`src/rtl/game_pkg.sv`:
```
// Shared game constants: platform table, collision codes and arbiter state encoding.
// Platform 2 is the only on-screen ledge; the rest are parked where no sprite reaches.
package game_pkg;

  localparam int NUM_PLATFORMS = 4;
  localparam int COORD_W       = 10;
  localparam int IDX_W         = 4;

  typedef enum logic [1:0] {
    COLL_NONE = 2'b00,
    COLL_HEAD = 2'b01,
    COLL_LAND = 2'b10,
    COLL_SIDE = 2'b11
  } coll_code_e;

  typedef enum logic [1:0] {
    ST_IDLE = 2'd0,
    ST_SCAN = 2'd1,
    ST_DONE = 2'd2
  } arb_state_e;

  typedef struct packed {
    logic [COORD_W-1:0] px;
    logic [COORD_W-1:0] py;
    logic [COORD_W-1:0] pw;
    logic [COORD_W-1:0] ph;
  } platform_t;

  function automatic platform_t platform_at(input logic [IDX_W-1:0] idx);
    platform_t p;
    case (idx)
      4'd0:    p = {10'd1000, 10'd1000, 10'd20, 10'd20};
      4'd1:    p = {10'd0,    10'd1010, 10'd10, 10'd10};
      4'd2:    p = {10'd100,  10'd600,  10'd200, 10'd20};
      4'd3:    p = {10'd1010, 10'd0,    10'd10, 10'd10};
      default: p = {10'd1000, 10'd1000, 10'd20, 10'd20};
    endcase
    return p;
  endfunction

  // Merge priority is LAND > HEAD > SIDE > NONE, which is not the numeric code order.
  function automatic logic [1:0] coll_rank(input coll_code_e c);
    logic [1:0] r;
    case (c)
      COLL_LAND: r = 2'd3;
      COLL_HEAD: r = 2'd2;
      COLL_SIDE: r = 2'd1;
      default:   r = 2'd0;
    endcase
    return r;
  endfunction

  function automatic coll_code_e coll_merge(input coll_code_e a, input coll_code_e b);
    return (coll_rank(b) > coll_rank(a)) ? b : a;
  endfunction

endpackage

```
`src/rtl/coll_check_box.sv`:
```
// Combinational box-versus-platform contact test; one instance is time-shared by the scan.
module coll_check_box
  import game_pkg::*;
(
  input  logic [COORD_W-1:0] x,
  input  logic [COORD_W-1:0] y,
  input  logic [COORD_W-1:0] w,
  input  logic [COORD_W-1:0] h,
  input  logic [COORD_W-1:0] px,
  input  logic [COORD_W-1:0] py,
  input  logic [COORD_W-1:0] pw,
  input  logic [COORD_W-1:0] ph,
  output coll_code_e         code
);

  logic [COORD_W:0] x_r, y_b, p_r, p_b;
  logic             degenerate;
  logic             hov;

  // 11-bit sums so edges near 1023 never wrap.
  assign x_r = {1'b0, x} + {1'b0, w};
  assign y_b = {1'b0, y} + {1'b0, h};
  assign p_r = {1'b0, px} + {1'b0, pw};
  assign p_b = {1'b0, py} + {1'b0, ph};

  // A zero-width or zero-height box touches nothing.
  assign degenerate = (w == '0) || (h == '0);
  assign hov = !degenerate && ({1'b0, x} < p_r) && (x_r > {1'b0, px});

  always_comb begin
    code = COLL_NONE;
    if (hov && (y_b == {1'b0, py})) begin
      code = COLL_LAND;
    end else if (hov && ({1'b0, y} == p_b)) begin
      code = COLL_HEAD;
    end else if (hov && ({1'b0, y} < p_b) && (y_b > {1'b0, py})) begin
      code = COLL_SIDE;
    end
  end

endmodule

```
`src/rtl/coll_arbiter.sv`:
```
// Two-requester round-robin collision service: latch one box, scan the platform table
// one entry per cycle, then pulse done and publish the merged code for that requester.
module coll_arbiter
  import game_pkg::*;
#(
  parameter int NUM_PLAT = NUM_PLATFORMS
)
(
  input  logic               clk,
  input  logic               rst,
  input  logic               req0,
  input  logic               req1,
  input  logic [COORD_W-1:0] x0,
  input  logic [COORD_W-1:0] y0,
  input  logic [COORD_W-1:0] w0,
  input  logic [COORD_W-1:0] h0,
  input  logic [COORD_W-1:0] x1,
  input  logic [COORD_W-1:0] y1,
  input  logic [COORD_W-1:0] w1,
  input  logic [COORD_W-1:0] h1,
  output logic               gnt0,
  output logic               gnt1,
  output logic               done0,
  output logic               done1,
  output logic [1:0]         res0,
  output logic [1:0]         res1,
  output logic               busy,
  output logic [1:0]         state_dbg
);

  localparam logic [IDX_W-1:0] LAST_IDX = IDX_W'(NUM_PLAT - 1);

  // Handshake: a requester holds reqN until the single-cycle gntN pulse; operands are
  // captured on that grant, and doneN later marks resN as freshly valid.
  arb_state_e         state;
  logic [IDX_W-1:0]   idx;
  coll_code_e         acc;
  logic               lat_id;
  logic               last_id;
  logic [COORD_W-1:0] lat_x, lat_y, lat_w, lat_h;

  logic               grant_id;
  logic [COORD_W-1:0] sel_x, sel_y, sel_w, sel_h;
  platform_t          cur_plat;
  coll_code_e         cur_code;

  // Contention goes to whoever was not served last; a lone request always wins.
  always_comb begin
    grant_id = req1;
    if (req0 && req1) begin
      grant_id = ~last_id;
    end
    sel_x = grant_id ? x1 : x0;
    sel_y = grant_id ? y1 : y0;
    sel_w = grant_id ? w1 : w0;
    sel_h = grant_id ? h1 : h0;
  end

  assign cur_plat  = platform_at(idx);
  assign state_dbg = state;

  coll_check_box u_check (
    .x    (lat_x),
    .y    (lat_y),
    .w    (lat_w),
    .h    (lat_h),
    .px   (cur_plat.px),
    .py   (cur_plat.py),
    .pw   (cur_plat.pw),
    .ph   (cur_plat.ph),
    .code (cur_code)
  );

  always_ff @(posedge clk) begin
    if (rst) begin
      state   <= ST_IDLE;
      idx     <= '0;
      acc     <= COLL_NONE;
      lat_id  <= 1'b0;
      last_id <= 1'b1;
      lat_x   <= '0;
      lat_y   <= '0;
      lat_w   <= '0;
      lat_h   <= '0;
      gnt0    <= 1'b0;
      gnt1    <= 1'b0;
      done0   <= 1'b0;
      done1   <= 1'b0;
      res0    <= 2'b00;
      res1    <= 2'b00;
      busy    <= 1'b0;
    end else begin
      gnt0  <= 1'b0;
      gnt1  <= 1'b0;
      done0 <= 1'b0;
      done1 <= 1'b0;
      case (state)
        ST_IDLE: begin
          if (req0 || req1) begin
            state   <= ST_SCAN;
            busy    <= 1'b1;
            lat_id  <= grant_id;
            last_id <= grant_id;
            lat_x   <= sel_x;
            lat_y   <= sel_y;
            lat_w   <= sel_w;
            lat_h   <= sel_h;
            acc     <= COLL_NONE;
            idx     <= '0;
            gnt0    <= ~grant_id;
            gnt1    <= grant_id;
          end
        end
        ST_SCAN: begin
          acc <= coll_merge(acc, cur_code);
          if (idx == LAST_IDX) begin
            state <= ST_DONE;
            idx   <= '0;
          end else begin
            idx <= idx + 1'b1;
          end
        end
        ST_DONE: begin
          state <= ST_IDLE;
          busy  <= 1'b0;
          if (lat_id) begin
            done1 <= 1'b1;
            res1  <= acc;
          end else begin
            done0 <= 1'b1;
            res0  <= acc;
          end
        end
        default: begin
          state <= ST_IDLE;
          busy  <= 1'b0;
        end
      endcase
    end
  end

endmodule

```
`config.mk`:
```
export PLATFORM = sky130hd
export DESIGN_NAME = coll_arbiter
export DESIGN_NICKNAME = d
export VERILOG_FILES = /design/src/rtl/game_pkg.sv /design/src/rtl/coll_check_box.sv /design/src/rtl/coll_arbiter.sv
export SDC_FILE = /design/constraint.sdc
export NUM_CORES = 1
export LEC_CHECK = 0
export ABC_CLOCK_PERIOD_IN_PS = 9100
export BUFFER_PORTS_ARGS = -buffer_cell sky130_fd_sc_hd__buf_2
export CAP_MARGIN = 20
export CORE_AREA = 2 2 91 93
export DETAILED_ROUTE_END_ITERATION = 8
export DIE_AREA = 0 0 93 95
export GPL_TIMING_DRIVEN = 0
export PLACE_DENSITY = 0.84
export SETUP_SLACK_MARGIN = 0.4
export SLEW_MARGIN = 40
export SYNTH_ARGS = -nofsm -noshare
export SYNTH_HDL_FRONTEND = slang
export SYNTH_SLANG_ARGS = --single-unit
```
`constraint.sdc`:
```
create_clock -name clk -period 9.1 [get_ports clk]
set_clock_uncertainty 0.05 [all_clocks]
set_input_delay 1.82 -clock clk [delete_from_list [all_inputs] [get_ports clk]]
set_output_delay 1.82 -clock clk [all_outputs]
set_load 0.1 [all_outputs]
```
==> results of run 1 <==
kinds of logic after synthesis:
kind of cell	after synthesis	share of synthesized area (%)
compound gates	139	21.3
xor+xnor	15	2.88
fa+ha+maj	68	19.0
buf+inv	47	3.97
flops	59	25.9
mux	42	9.21
simple gates	166	17.8
registers in the layout (all words and copies together) (netlist names):
signal,cells
lat_id,1
busy,1
idx,4
res0,2
last_id,1
lat_x,10
state_dbg,2
lat_h,10
gnt0,1
lat_w,10
acc,2
gnt1,1
done0,1
lat_y,10
done1,1
res1,2
cell type report:
type	count	area share, %
Buffer	22	1.63
Clock buffer	11	2.64
Clock inverter	5	0.980
Inverter	25	1.75
Multi-Input combinational cell	430	59.8
Sequential cell	59	22.0
Tap cell	105	2.45
Timing Repair Buffer	93	8.68
where the power goes:
group	internal, mW	switching (mW)
Clock	0.133	0.111
Sequential	0.280	0.0232
Combinational	0.126	0.168
routing by layer:
layer / vias up / share of wire (%) / global-route usage, %
met1: 2002 / 43 / 35.5
met2: 214 / 47 / 49.5
li1: 2194 / - / -
met4: 0 / 2.8 / 11.3
met5: - / 0 / 0
met3: 33 / 7.1 / 4.23
worst reg2reg max path: stages (launching register included):
cell	delay, ns
dfxtp_1	0.43
ha_1	0.35
and2_1	0.17
clkbuf_1	0.35
nor2_1	0.19
inv_1	0.14
nand2_1	0.13
ha_1	0.33
inv_1	0.04
a21oi_1	0.21
a21oi_1	0.12
ha_1	0.34
nand4_1	0.14
nor4_1	0.58
o31ai_1	0.21
a2bb2oi_1	0.26
or2_2	0.16
ha_1	0.22
a21oi_1	0.12
o21ai_0	0.20
a311o_1	0.39
o31ai_2	0.19
per-stage QoR:
step	utilization [%]	cell area [um2]	hold slack, ns	std cells
floorplan	-	4570	0.423	536
global placement	65.1	5160	0.407	734
detailed placement	65.1	5160	0.414	734
CTS	67.6	5360	0.423	750
global route	67.6	5360	0.452	750
finish	67.6	5360	0.420	750
cell usage in the layout, fill, tap and decap left out, types with 2 or more instances in the layout:
master and instances:
inv_1 25, or3_1 3, nor3_1 8, a211o_1 2, a211oi_1 43, o21bai_1 2, o211ai_1 4, ha_1 66
nor4_1 8, nand2b_1 4, nand3b_1 2, and2_1 3, a31oi_1 4, buf_2 97, fa_1 2, a21oi_1 30
nand3_1 9, nand4b_1 4, o2bb2ai_1 2, a21o_1 7, o21ai_1 2, o21ai_0 16, dfxtp_1 59, xor2_1 3
clkinv_2 3, o21a_1 4, mux2i_1 42, a21boi_0 2, a2111o_1 2, nor2b_1 12, clkbuf_1 19, nand2_1 16
clkbuf_8 10, or2_2 6, nand4_1 6, xnor2_1 12, nor2_1 78, a2bb2oi_1 2
worst paths after layout:
kind                        start                    to  slack [ns]  cells past startpoint
min reg2reg  res0[1]$_SDFFE_PP0P_  res0[1]$_SDFFE_PP0P_        0.42                      2
min          res0[1]$_SDFFE_PP0P_  res0[1]$_SDFFE_PP0P_        0.42                      2
max reg2reg   idx[0]$_SDFFE_PP0P_   acc[0]$_SDFFE_PP0P_        3.71                     21
max           idx[0]$_SDFFE_PP0P_   acc[0]$_SDFFE_PP0P_        3.71                     21
==> flow_metrics.tcl, run 1 <==
set metrics [dict create \
    drt_first_pass_iters 5 \
    finalHoldViolCount 0 \
    period_share_pct 59.2 \
    grtUsageTotal_pct 28.4 \
    start_kind "register" \
    yosys.cell_count.top_type "nor2_1" \
    die_h_um 95 \
    post-dp-hpwl_um 9870 \
    ys_warn_count 0 \
    syn_avg_cell_area_um2 8.52 \
    synthesis.nets 688 \
    fill_cells 648 \
    start_util_pct 57.6 \
    first_global_vias 4332 \
    synthFlopType "dfxtp_1" \
    synthToLayoutAreaGrowth_pct 17.5 \
    synth_top_area_cell "dfxtp_1" \
    path_buf_inv 3 \
    synth_common_cells "nor2_1 (78), ha_1 (66), dfxtp_1 (59), a211oi_1 (43), mux2i_1 (42)" \
    num_vias 4443 \
    multiInputGateArea_mm2 0.00321 \
    critPathArrivalTime_ns 5.59 \
    cts_resized 0 \
    clock-sinks 59 \
    max_slew.worst_pin.slew_ns 0.659 \
    die-area_mm2 0.00884 \
    post_cts_buffers 0 \
    ios 95 \
    routabilityCongestion 0.947 \
    ys_types 59 \
    num_antenna_cells 0 \
    cts_max_level 3 \
    ys_seq_area_share_pct 25.9 \
    grt-ovfl-total 0 \
    drt_iter0_markers 248 \
    cts-hold-fix-buffers 0 \
    dp_slack_ns 3.87 \
    netlist_instances 536 \
    max_freq_mhz 186 \
    cp.required_ns 9.31 \
    fin_setup_tns_ns 0 \
    ys_top_cells_by_area "dfxtp_1 (26%), ha_1 (18%), mux2i_1 (9.2%)" \
    drc 0 \
    crit_path_frequent_cell "ha_1" \
    cp_max_fo 8 \
    synth-edff-count 0 \
    rsz0062_at_grt "no" \
    wl_per_cell_um 16.2 \
    synth-seq-cells 59 \
    clockBufferDepth 2 \
    crit_path_max_incr_delay_ns 0.58 \
    period_minus_slack_ns 5.39 \
    clockRootBuffer "clkbuf_8" \
    leakagePower_nw 2.55 \
    clock_latency_ns 0.35 \
    coreArea_mm2 0.00793 \
    die_x_um 93 \
    synthDominantCellAreaShare_pct 25.9 \
    cts_tree "done" \
    cp-end-kind "register" \
    clk_pin_slew_ns 0.07 \
    status "finished clean" \
    seqCellArea_mm2 0.00118 \
    portBuffers 93 \
    netlist_area_mm2 0.00457 \
    crit_path_top_delay_cell "nor4_1" \
    viasPerCell 5.92 \
    hp-class "reg2reg" \
    cap_violations 0 \
    row_count 33 \
    ant_nets 0 \
    antenna_found_initial 0 \
    fin_total_pwr_mw 0.840 \
    critPathKind "reg2reg" \
    layout-drive-gt1-share_pct 19.7 \
    fin_ws_ns 3.71 \
    critical_path.top_delay_family "compound AO/OA/AOI/OAI gates" \
    p_per_area_mw_per_mm2 157 \
    cts_made_buffers 9 \
    peakVddDrop_uv 84.6 \
    grt_pass1_wl_um 19800 \
    setup_viol 0 \
    drv_slew 0 \
    wl_um 12100 \
    slew_headroom_pct 55.8 \
    synth-async-reset-ratio_pct 0 \
    grt_max_degree 11 \
    worstPathCellList "ha_1 > and2_1 > clkbuf_1 > nor2_1 > inv_1 > nand2_1 > ha_1 > inv_1 > a21oi_1 > a21oi_1 > ha_1 > nand4_1 > nor4_1 > o31ai_1 > a2bb2oi_1 > or2_2 > ha_1 > a21oi_1 > o21ai_0 > a311o_1 > o31ai_2" \
    fin_nets 792 \
]
(Power assumes the default switching activity.)
==> run 2: changes to the inputs <==
Settings changed: ABC_CLOCK_PERIOD_IN_PS 9100 to 5050, CORE_AREA 2 2 91 93 to 2 2 94 96, DIE_AREA 0 0 93 95 to 0 0 96 98, PLACE_DENSITY 0.84 to 0.8.
Clock period 9.1 ns to 5.05 ns, I/O delays scaled along.
==> run 2 against run 1 <==
Net effect:
- combinational power grew 90%
- global-route usage is 1.5 points lower
- largest cell class unchanged
- largest power group is now combinational cells
- critical path type unchanged
- final area grew 4.3%
- core utilization decreased by 1.6 points
- non-clock buffer count increased by 5
- via count up 0.81%
- die area rose by 6.5%
- maximum frequency increased by 19%
- hold slack improved by 0.0035 ns
- sequential cell count is the same
- critical path depth stayed put
- worst setup slack worse by 3.2 ns
==> flow_metrics.tcl, run 2 (synthesis results as in run 1) <==
set metrics [dict create \
    status "finished clean" \
    layout-drive-gt1-share_pct 24.9 \
    fill_cells 682 \
    grtUsageTotal_pct 26.9 \
    peakVddDrop_uv 151 \
    slew_headroom_pct 56.7 \
    hp-class "reg2reg" \
    p_sw_mw 0.573 \
    drt_first_pass_iters 6 \
    die-area_mm2 0.00941 \
    clockRootBuffer "clkbuf_8" \
    fin_area_mm2 0.00559 \
    cap_violations 0 \
    cts_made_buffers 9 \
    die_h_um 98 \
    rsz0062_at_grt "no" \
    drc 0 \
    grt_pass1_wl_um 20000 \
    p_clk_share_pct 31.1 \
    num_vias 4479 \
    fin_ws_ns 0.536 \
    post-dp-hpwl_um 9670 \
    routabilityCongestion 0.890 \
    ios 95 \
    period_share_pct 89.4 \
    fin_setup_tns_ns 0 \
    placed_cells 737 \
    layout_common_cells "buf_2 (97), nor2_1 (76), ha_1 (59)" \
    viasPerCell 5.91 \
    critPathArrivalTime_ns 4.73 \
    placed_cell_area_mm2 0.00517 \
    dp_slack_ns -0.0145 \
    coreArea_mm2 0.00847 \
    synthToLayoutAreaGrowth_pct 22.5 \
    clockBufferDepth 2 \
    num_antenna_cells 0 \
    p_comb_share_pct 34.8 \
    clock_latency_ns 0.35 \
    p_per_area_mw_per_mm2 286 \
    fin_nets 797 \
    portBuffers 93 \
    layoutNonFillerInstCount 758 \
    r2r_cells 21 \
    cp_max_fo 8 \
    final_common_cell "buf_2" \
    period_minus_slack_ns 4.51 \
    ant_nets 0 \
    wl_um 12400 \
    clock-sinks 59 \
    start_kind "register" \
    swShare_pct 35.8 \
    grt_max_degree 13 \
    row_count 34 \
    start_util_pct 53.9 \
    setup_viol 0 \
    cp.required_ns 5.27 \
    first_global_vias 4337 \
    max_freq_mhz 222 \
    cp-end-kind "register" \
    wl_per_cell_um 16.3 \
    drt_iter0_markers 223 \
    die_x_um 96 \
    clk_pin_slew_ns 0.08 \
    grt-ovfl-total 0 \
    antenna_found_initial 0 \
    cts_tree "done" \
    hold_depth 2 \
    internal-power_mw 1.03 \
    cts_max_level 3 \
    critPathKind "reg2reg" \
    drv_slew 0 \
    hold_slack_ns 0.424 \
    finalHoldViolCount 0 \
    leakagePower_nw 2.59 \
    max_slew.worst_pin.slew_ns 0.645 \
    seq_power_share_pct 34.1 \
]
run 2: cell count changes in the layout (fill, tap and decap cells not counted), sizes merged:
cell    previous run  this run
clkbuf            29        27
bufinv             1         2
inv               25        26
buf               97       102
run 2: timing repair:
action	CTS	global route
resized for setup	14	28
hold buffers	0	0
pin swaps	1	8
buffers inserted	0	5
gates cloned	0	0
setup endpoints to repair	2	2
run 2: worst paths after layout:
kind / startpoint / to / slack, ns
max reg2reg: idx[0]$_SDFFE_PP0P_ / acc[0]$_SDFFE_PP0P_ / 0.54
min: busy$_SDFFE_PP0P_ / busy$_SDFFE_PP0P_ / 0.42
max: idx[0]$_SDFFE_PP0P_ / acc[0]$_SDFFE_PP0P_ / 0.54
min reg2reg: busy$_SDFFE_PP0P_ / busy$_SDFFE_PP0P_ / 0.42
run 2: critical path, cell delays in order, from the launching register on:
cell,delay [ns]
dfxtp_2,0.37
ha_2,0.25
and2_1,0.15
clkbuf_2,0.20
nor2_4,0.21
inv_4,0.07
buf_4,0.14
ha_4,0.17
a21oi_2,0.15
xnor2_1,0.16
ha_1,0.27
a211o_1,0.26
o211ai_1,0.09
a31oi_1,0.13
o31ai_1,0.29
a2bb2oi_2,0.11
or2_2,0.29
ha_1,0.32
a21oi_2,0.14
o21ai_2,0.10
a311o_1,0.35
o31ai_2,0.17
run 2: power by group through the flow:
stage / Clock [mW] / Sequential, mW / Combinational, mW
after floorplan: 0 / 0.559 / 0.366
after global placement: 0 / 0.553 / 0.493
after detailed placement: 0 / 0.555 / 0.516
after CTS: 0.503 / 0.544 / 0.526
after global routing: 0.524 / 0.550 / 0.621
final: 0.498 / 0.546 / 0.557
run 2: cell type report:
cell class / count / area (um2) / area share (%)
plain buffers: 22 / 88.8 / 1.59
clock buffers: 9 / 124 / 2.21
clock inverters: 7 / 101 / 1.81
inverters: 25 / 98.8 / 1.77
multi-input cells: 430 / 3360 / 60.0
flip-flops and latches: 59 / 1190 / 21.2
well taps: 108 / 135 / 2.42
repair buffers: 98 / 503 / 8.99
run 2: per-layer routing:
layer | part of all wire (%) | up-vias | track usage, % | routed length [um]
met4 | 2.6 | 0 | 11.4 | 320
met5 | 0 | - | 0 | 0
li1 | - | 2201 | - | -
met2 | 49 | 189 | 44.7 | 6010
met3 | 6.3 | 23 | 3.40 | 773
met1 | 42 | 2066 | 34.7 | 5240
run 2: stage by stage:
stage / total power [mW] / utilization [%]
4_1_cts: 1.57 / 64.2
3_3_place_gp: 1.05 / 61.0
6_report: 1.60 / 66.1
2_1_floorplan: 0.925 / -
3_5_place_dp: 1.07 / 61.0
5_1_grt: 1.70 / 66.1
